--- config.mk ---
export PLATFORM = sky130hd
export DESIGN_NAME = complex_multiplier
export DESIGN_NICKNAME = d
export VERILOG_FILES = /design/src/rtl/complex_multiplier.sv
export SDC_FILE = /design/constraint.sdc
export NUM_CORES = 1
export LEC_CHECK = 0
export CORE_UTILIZATION = 32
export CTS_CLUSTER_DIAMETER = 30
export DETAILED_ROUTE_END_ITERATION = 6
export PLACE_DENSITY = 0.44
export SLEW_MARGIN = 5
export SYNTH_ARGS = -nofsm -noshare
export SYNTH_HDL_FRONTEND = slang
export SYNTH_SLANG_ARGS = --single-unit
--- constraint.sdc ---
create_clock -name sys_clk_i -period 8 [get_ports sys_clk_i]
set_clock_uncertainty 0.1 [all_clocks]
set_input_delay 2 -clock sys_clk_i [delete_from_list [all_inputs] [get_ports sys_clk_i]]
set_output_delay 2 -clock sys_clk_i [all_outputs]
set_load 0.01 [all_outputs]
--- src/rtl/complex_multiplier.sv ---
// Two-stage pipelined signed complex multiplier producing an exact, full-precision product.
// Stage 1 registers the four partial products, stage 2 registers their sum and difference.
module complex_multiplier #(
    parameter int DATA1_WIDTH = 8,
    parameter int DATA2_WIDTH = 8
) (
    input  logic                                    sys_clk_i,
    input  logic                                    rst_i,
    input  logic signed [DATA1_WIDTH-1:0]           data1_real_i,
    input  logic signed [DATA1_WIDTH-1:0]           data1_imag_i,
    input  logic signed [DATA2_WIDTH-1:0]           data2_real_i,
    input  logic signed [DATA2_WIDTH-1:0]           data2_imag_i,
    output logic signed [DATA1_WIDTH+DATA2_WIDTH:0] data_out_real_o,
    output logic signed [DATA1_WIDTH+DATA2_WIDTH:0] data_out_imag_o
);

    localparam int P = DATA1_WIDTH + DATA2_WIDTH;

    logic signed [P-1:0] ar_ext;
    logic signed [P-1:0] ai_ext;
    logic signed [P-1:0] br_ext;
    logic signed [P-1:0] bi_ext;

    logic signed [P-1:0] prod_rr;
    logic signed [P-1:0] prod_ii;
    logic signed [P-1:0] prod_ri;
    logic signed [P-1:0] prod_ir;

    // Operands are widened to the product width so a P x P multiply keeps the exact P-bit result.
    assign ar_ext = {{DATA2_WIDTH{data1_real_i[DATA1_WIDTH-1]}}, data1_real_i};
    assign ai_ext = {{DATA2_WIDTH{data1_imag_i[DATA1_WIDTH-1]}}, data1_imag_i};
    assign br_ext = {{DATA1_WIDTH{data2_real_i[DATA2_WIDTH-1]}}, data2_real_i};
    assign bi_ext = {{DATA1_WIDTH{data2_imag_i[DATA2_WIDTH-1]}}, data2_imag_i};

    always_ff @(posedge sys_clk_i) begin
        if (rst_i) begin
            prod_rr <= '0;
            prod_ii <= '0;
            prod_ri <= '0;
            prod_ir <= '0;
        end else begin
            prod_rr <= ar_ext * br_ext;
            prod_ii <= ai_ext * bi_ext;
            prod_ri <= ar_ext * bi_ext;
            prod_ir <= ai_ext * br_ext;
        end
    end

    // One extra bit absorbs the only growth case: both operands at their most negative values.
    always_ff @(posedge sys_clk_i) begin
        if (rst_i) begin
            data_out_real_o <= '0;
            data_out_imag_o <= '0;
        end else begin
            data_out_real_o <= {prod_rr[P-1], prod_rr} - {prod_ii[P-1], prod_ii};
            data_out_imag_o <= {prod_ri[P-1], prod_ri} + {prod_ir[P-1], prod_ir};
        end
    end

endmodule

==> out/qor.txt <==
TIMING
-------------------------------------------------------------------------------------------
Minimum clock period                                                                6800 ps
RSZ-0062 raised after global routing                                                     no
Total negative slack                                                                   0 ps
Final Cycle Share                                                                     85.1%
Rel. slew slack                                                                       43.3%
Maximum clock frequency                                                           0.147 GHz
Slew at the pin closest to its max-slew limit                                        848 ps
Number of hold violations in the final report                                             0
Setup violators final                                                                     0
Final count of pins violating max slew                                                    0
Final worst-path setup slack                                                        1200 ps

GRT
-------------------------------------------------------------------------------------------
Met1 capacity usage during global routing                                             22.6%
Number of antenna violations at the first check in global routing                         1
First-pass GRT wire length                                                         54000 µm
Maximum number of pins on one net before global-route repair                             67
Global route total overflow                                                               0
Number of global-route vias before repair                                             10300
Layer carrying the most global-route usage                                             met2
Met3 Resource Use GR                                                                  1.46%
Routing usage on met2                                                                 24.7%
GRT Overall Usage                                                                     15.6%

DRT
-------------------------------------------------------------------------------------------
First-pass iteration count of the detailed router                                         7
Number of design-rule violations left by the first detailed-router iteration            361
Vias                                                                                   9774
Via density per instance                                                               4.51
Count of unresolved DRC violations after routing                                          0
Total routed wirelength                                                            31900 µm
Routed wire per std cell                                                            14.7 µm
ANT nets after route                                                                      0

CLOCKING
-------------------------------------------------------------------------------------------
Post-CTS Hold Fix Bufs                                                                    0
CTS sink count                                                                           98
Cts repair resizes                                                                        0
H-tree depth                                                                              3
Deepest clock path buffer count                                                           2
Clock tree from TritonCTS                                                               yes
Clock latency of the later-clocked register in the worst-skew pair                   380 ps
Cell chosen for the clock root                                                 sky130_fd_sc_hd__clkbuf_16
Post-CTS Setup Repair Bufs                                                                0
TritonCTS buffer count                                                                    9
Clock slew seen by the registers of the worst setup and hold paths                    70 ps

LOGIC SYNTHESIS
-------------------------------------------------------------------------------------------
Distinct cell type count after synthesis                                                 50
Synth async-reset ratio                                                                  0%
Number of flops mapped to enable cells by yosys                                           0
Net count after synthesis                                                              1950
Register bit total from synthesis                                                        98
Dominant register cell in the synthesized netlist                              sky130_fd_sc_hd__dfxtp_1
Share of the yosys chip area belonging to registers                                   14.1%
Cell area after technology mapping                                                13900 µm²
Syn_area_per_cell                                                                  8.98 µm²
Post-synthesis cell count                                                              1546
YS warnings                                                                               0

PLACED DESIGN
-------------------------------------------------------------------------------------------
Global placer's final weighted congestion                                             0.777
Detailed Place HPWL                                                                26000 µm
Setup Slack @ Placement                                                              764 ps
Number of buffers inserted by port buffering                                             67

FLOORPLAN
-------------------------------------------------------------------------------------------
Die footprint                                                                     44200 µm²
Initial cell density of the core                                                      32.8%
Die Ht                                                                               210 µm
Number of placed I/O pins                                                                68
Number of placement rows                                                                 75
CORE AREA                                                                         42300 µm²
Die boundary width                                                                   210 µm

WORST SETUP PATH
-------------------------------------------------------------------------------------------
Critical path start-end classification                                         input pin to flop
Type of origin of the critical path                                               input pin
Peak fanout along the critical path                                                      16
Worst path arrival time                                                             6950 ps
CP Capture Type                                                                        flop
Required time reported for the critical path endpoint                               8140 ps

STATUS
-------------------------------------------------------------------------------------------
Result of the run                                                              complete, no violations

FINISH
-------------------------------------------------------------------------------------------
Most common cell after layout, fill and taps aside                             sky130_fd_sc_hd__inv_1
Syn-to-layout area delta                                                              11.2%
# nets final                                                                           1990
Number of inserted diodes                                                                 0
Count of filler cells inserted in the layout                                           4426
Highest-count cells in the layout ignoring fill and taps                       sky130_fd_sc_hd__inv_1, sky130_fd_sc_hd__fa_1, sky130_fd_sc_hd__and2_1
Share of cells above drive strength 1                                                 2.26%

WORST HOLD PATH
-------------------------------------------------------------------------------------------
Kind of path behind the tightest hold check                                    flop to flop

POWER
-------------------------------------------------------------------------------------------
Power per unit of standard cell area                                             309 nW/µm²
P_leak                                                                              7.36 nW
Clock Power Share                                                                      9.0%
IR Drop Worst-Case VDD                                                               156 µV
Internal portion of total power                                                     2.52 mW
Logic pwr share                                                                       75.4%
Switching fraction of total power                                                     47.2%
Sequential share of power                                                             15.6%
Switching power                                                                     2.25 mW

JOB
-------------------------------------------------------------------------------------------
MaxCap Viol Count                                                                         0

[Yosys cell counts (4+ instances only)]
library cell               count  area share, %
sky130_fd_sc_hd__o41ai_1       4           0.25
sky130_fd_sc_hd__a21oi_1      37            1.3
sky130_fd_sc_hd__xor2_1       21            1.3
sky130_fd_sc_hd__ha_1        148             13
sky130_fd_sc_hd__xnor2_1      53            3.3
sky130_fd_sc_hd__dfxtp_1      98             14
sky130_fd_sc_hd__mux2_2        4           0.32
sky130_fd_sc_hd__nor3_1       26           0.94
sky130_fd_sc_hd__nand3_1       8           0.29
sky130_fd_sc_hd__o21ai_0      17           0.61
sky130_fd_sc_hd__a31oi_1       7           0.32
sky130_fd_sc_hd__o21a_1       12           0.65
sky130_fd_sc_hd__a21o_1       16           0.87
sky130_fd_sc_hd__fa_1        222             32
sky130_fd_sc_hd__o21ai_1      23           0.83
sky130_fd_sc_hd__and3b_1       4           0.25
sky130_fd_sc_hd__nor2_1       81            2.2
sky130_fd_sc_hd__a211oi_1      9           0.49
sky130_fd_sc_hd__nand2_1      74            2.0
sky130_fd_sc_hd__o211ai_1      4           0.22
sky130_fd_sc_hd__a21boi_1      8           0.43
sky130_fd_sc_hd__nand2b_1     20           0.90
sky130_fd_sc_hd__inv_1       339            9.2
sky130_fd_sc_hd__clkbuf_1     42            1.1
sky130_fd_sc_hd__nor2b_1      57            2.6
sky130_fd_sc_hd__and2_1      164            7.4
sky130_fd_sc_hd__or2_2         6           0.27
[power groups by stage]
stage               Clock, mW  Combinational, mW  Sequential [mW]
CTS                     0.447               3.66            0.748
global placement            0               3.63            0.755
global route            0.468               4.15            0.761
detailed placement          0               3.63            0.759
finish                  0.431               3.60            0.745
floorplan                   0               2.73            0.751
[logic make-up after synthesis]
family          Yosys count  share of synthesized area, %
fa+ha+maj               370                          45.4
compound gates          157                          7.29
mux                       7                         0.568
xor+xnor                 74                          4.67
flops                    98                          14.1
simple gates            457                          17.6
buf+inv                 383                          10.4
[metal layers]
metal | wire length (µm) | vias to the layer above
li1 | - | 4793
met2 | 14300 | 103
met5 | 0 | -
met4 | 551 | 0
met3 | 780 | 22
met1 | 16200 | 4856
[path summary, 6_finish.rpt]
check | slack [ps] | endpoint | cells past startpoint | startpoint
setup / recovery | 1200 | prod_ri[15] | 18 | data2_imag_i[1]
hold / removal | 440 | data_out_real_o[0] | 2 | prod_ii[0]
setup reg to reg | 5330 | data_out_real_o[15] | 9 | prod_ii[1]
hold reg to reg | 440 | data_out_real_o[0] | 2 | prod_ii[0]
[area by class of cell]
cell class                 count  area [µm²]  area share (%)
multi-input combinational   1065       10500            67.9
sequential                    98        1960            12.7
inverter                     339        1270            8.25
tap                          577         722            4.68
timing repair buffer          73         713            4.62
clock buffer                  10         239            1.55
clock inverter                 5        38.8           0.251
[registers in the layout, indices dropped and copies added, names as in the netlist]
signal           count
prod_ii             16
prod_rr             16
prod_ir             16
data_out_imag_o     17
prod_ri             16
data_out_real_o     17
[critical path, stage by stage]
cell                              delay, ps
sky130_fd_sc_hd__clkdlybuf4s50_1        860
sky130_fd_sc_hd__and2_1                 370
sky130_fd_sc_hd__fa_1                   510
sky130_fd_sc_hd__inv_1                   50
sky130_fd_sc_hd__fa_1                   490
sky130_fd_sc_hd__inv_1                   50
sky130_fd_sc_hd__fa_1                   530
sky130_fd_sc_hd__inv_1                   50
sky130_fd_sc_hd__fa_1                   470
sky130_fd_sc_hd__inv_1                   40
sky130_fd_sc_hd__ha_1                   300
sky130_fd_sc_hd__o21a_1                 140
sky130_fd_sc_hd__nand4_1                140
sky130_fd_sc_hd__a21oi_1                260
sky130_fd_sc_hd__nor3_1                 100
sky130_fd_sc_hd__o31ai_1                290
sky130_fd_sc_hd__xnor2_1                210
sky130_fd_sc_hd__nor2_1                  70
[metrics by stage]
step / cell area, µm² / power [mW] / utilization (%) / hold WS, ps / std cells
floorplan: 13900 / 3.48 / - / 378 / 1546
CTS: 15400 / 4.85 / 36.5 / 445 / 2167
finish: 15400 / 4.77 / 36.5 / 440 / 2167
detailed placement: 15100 / 4.39 / 35.8 / 426 / 2152
global route: 15400 / 5.38 / 36.5 / 474 / 2167
global placement: 15100 / 4.39 / 35.8 / 434 / 2152
(Power assumes the default switching activity.)
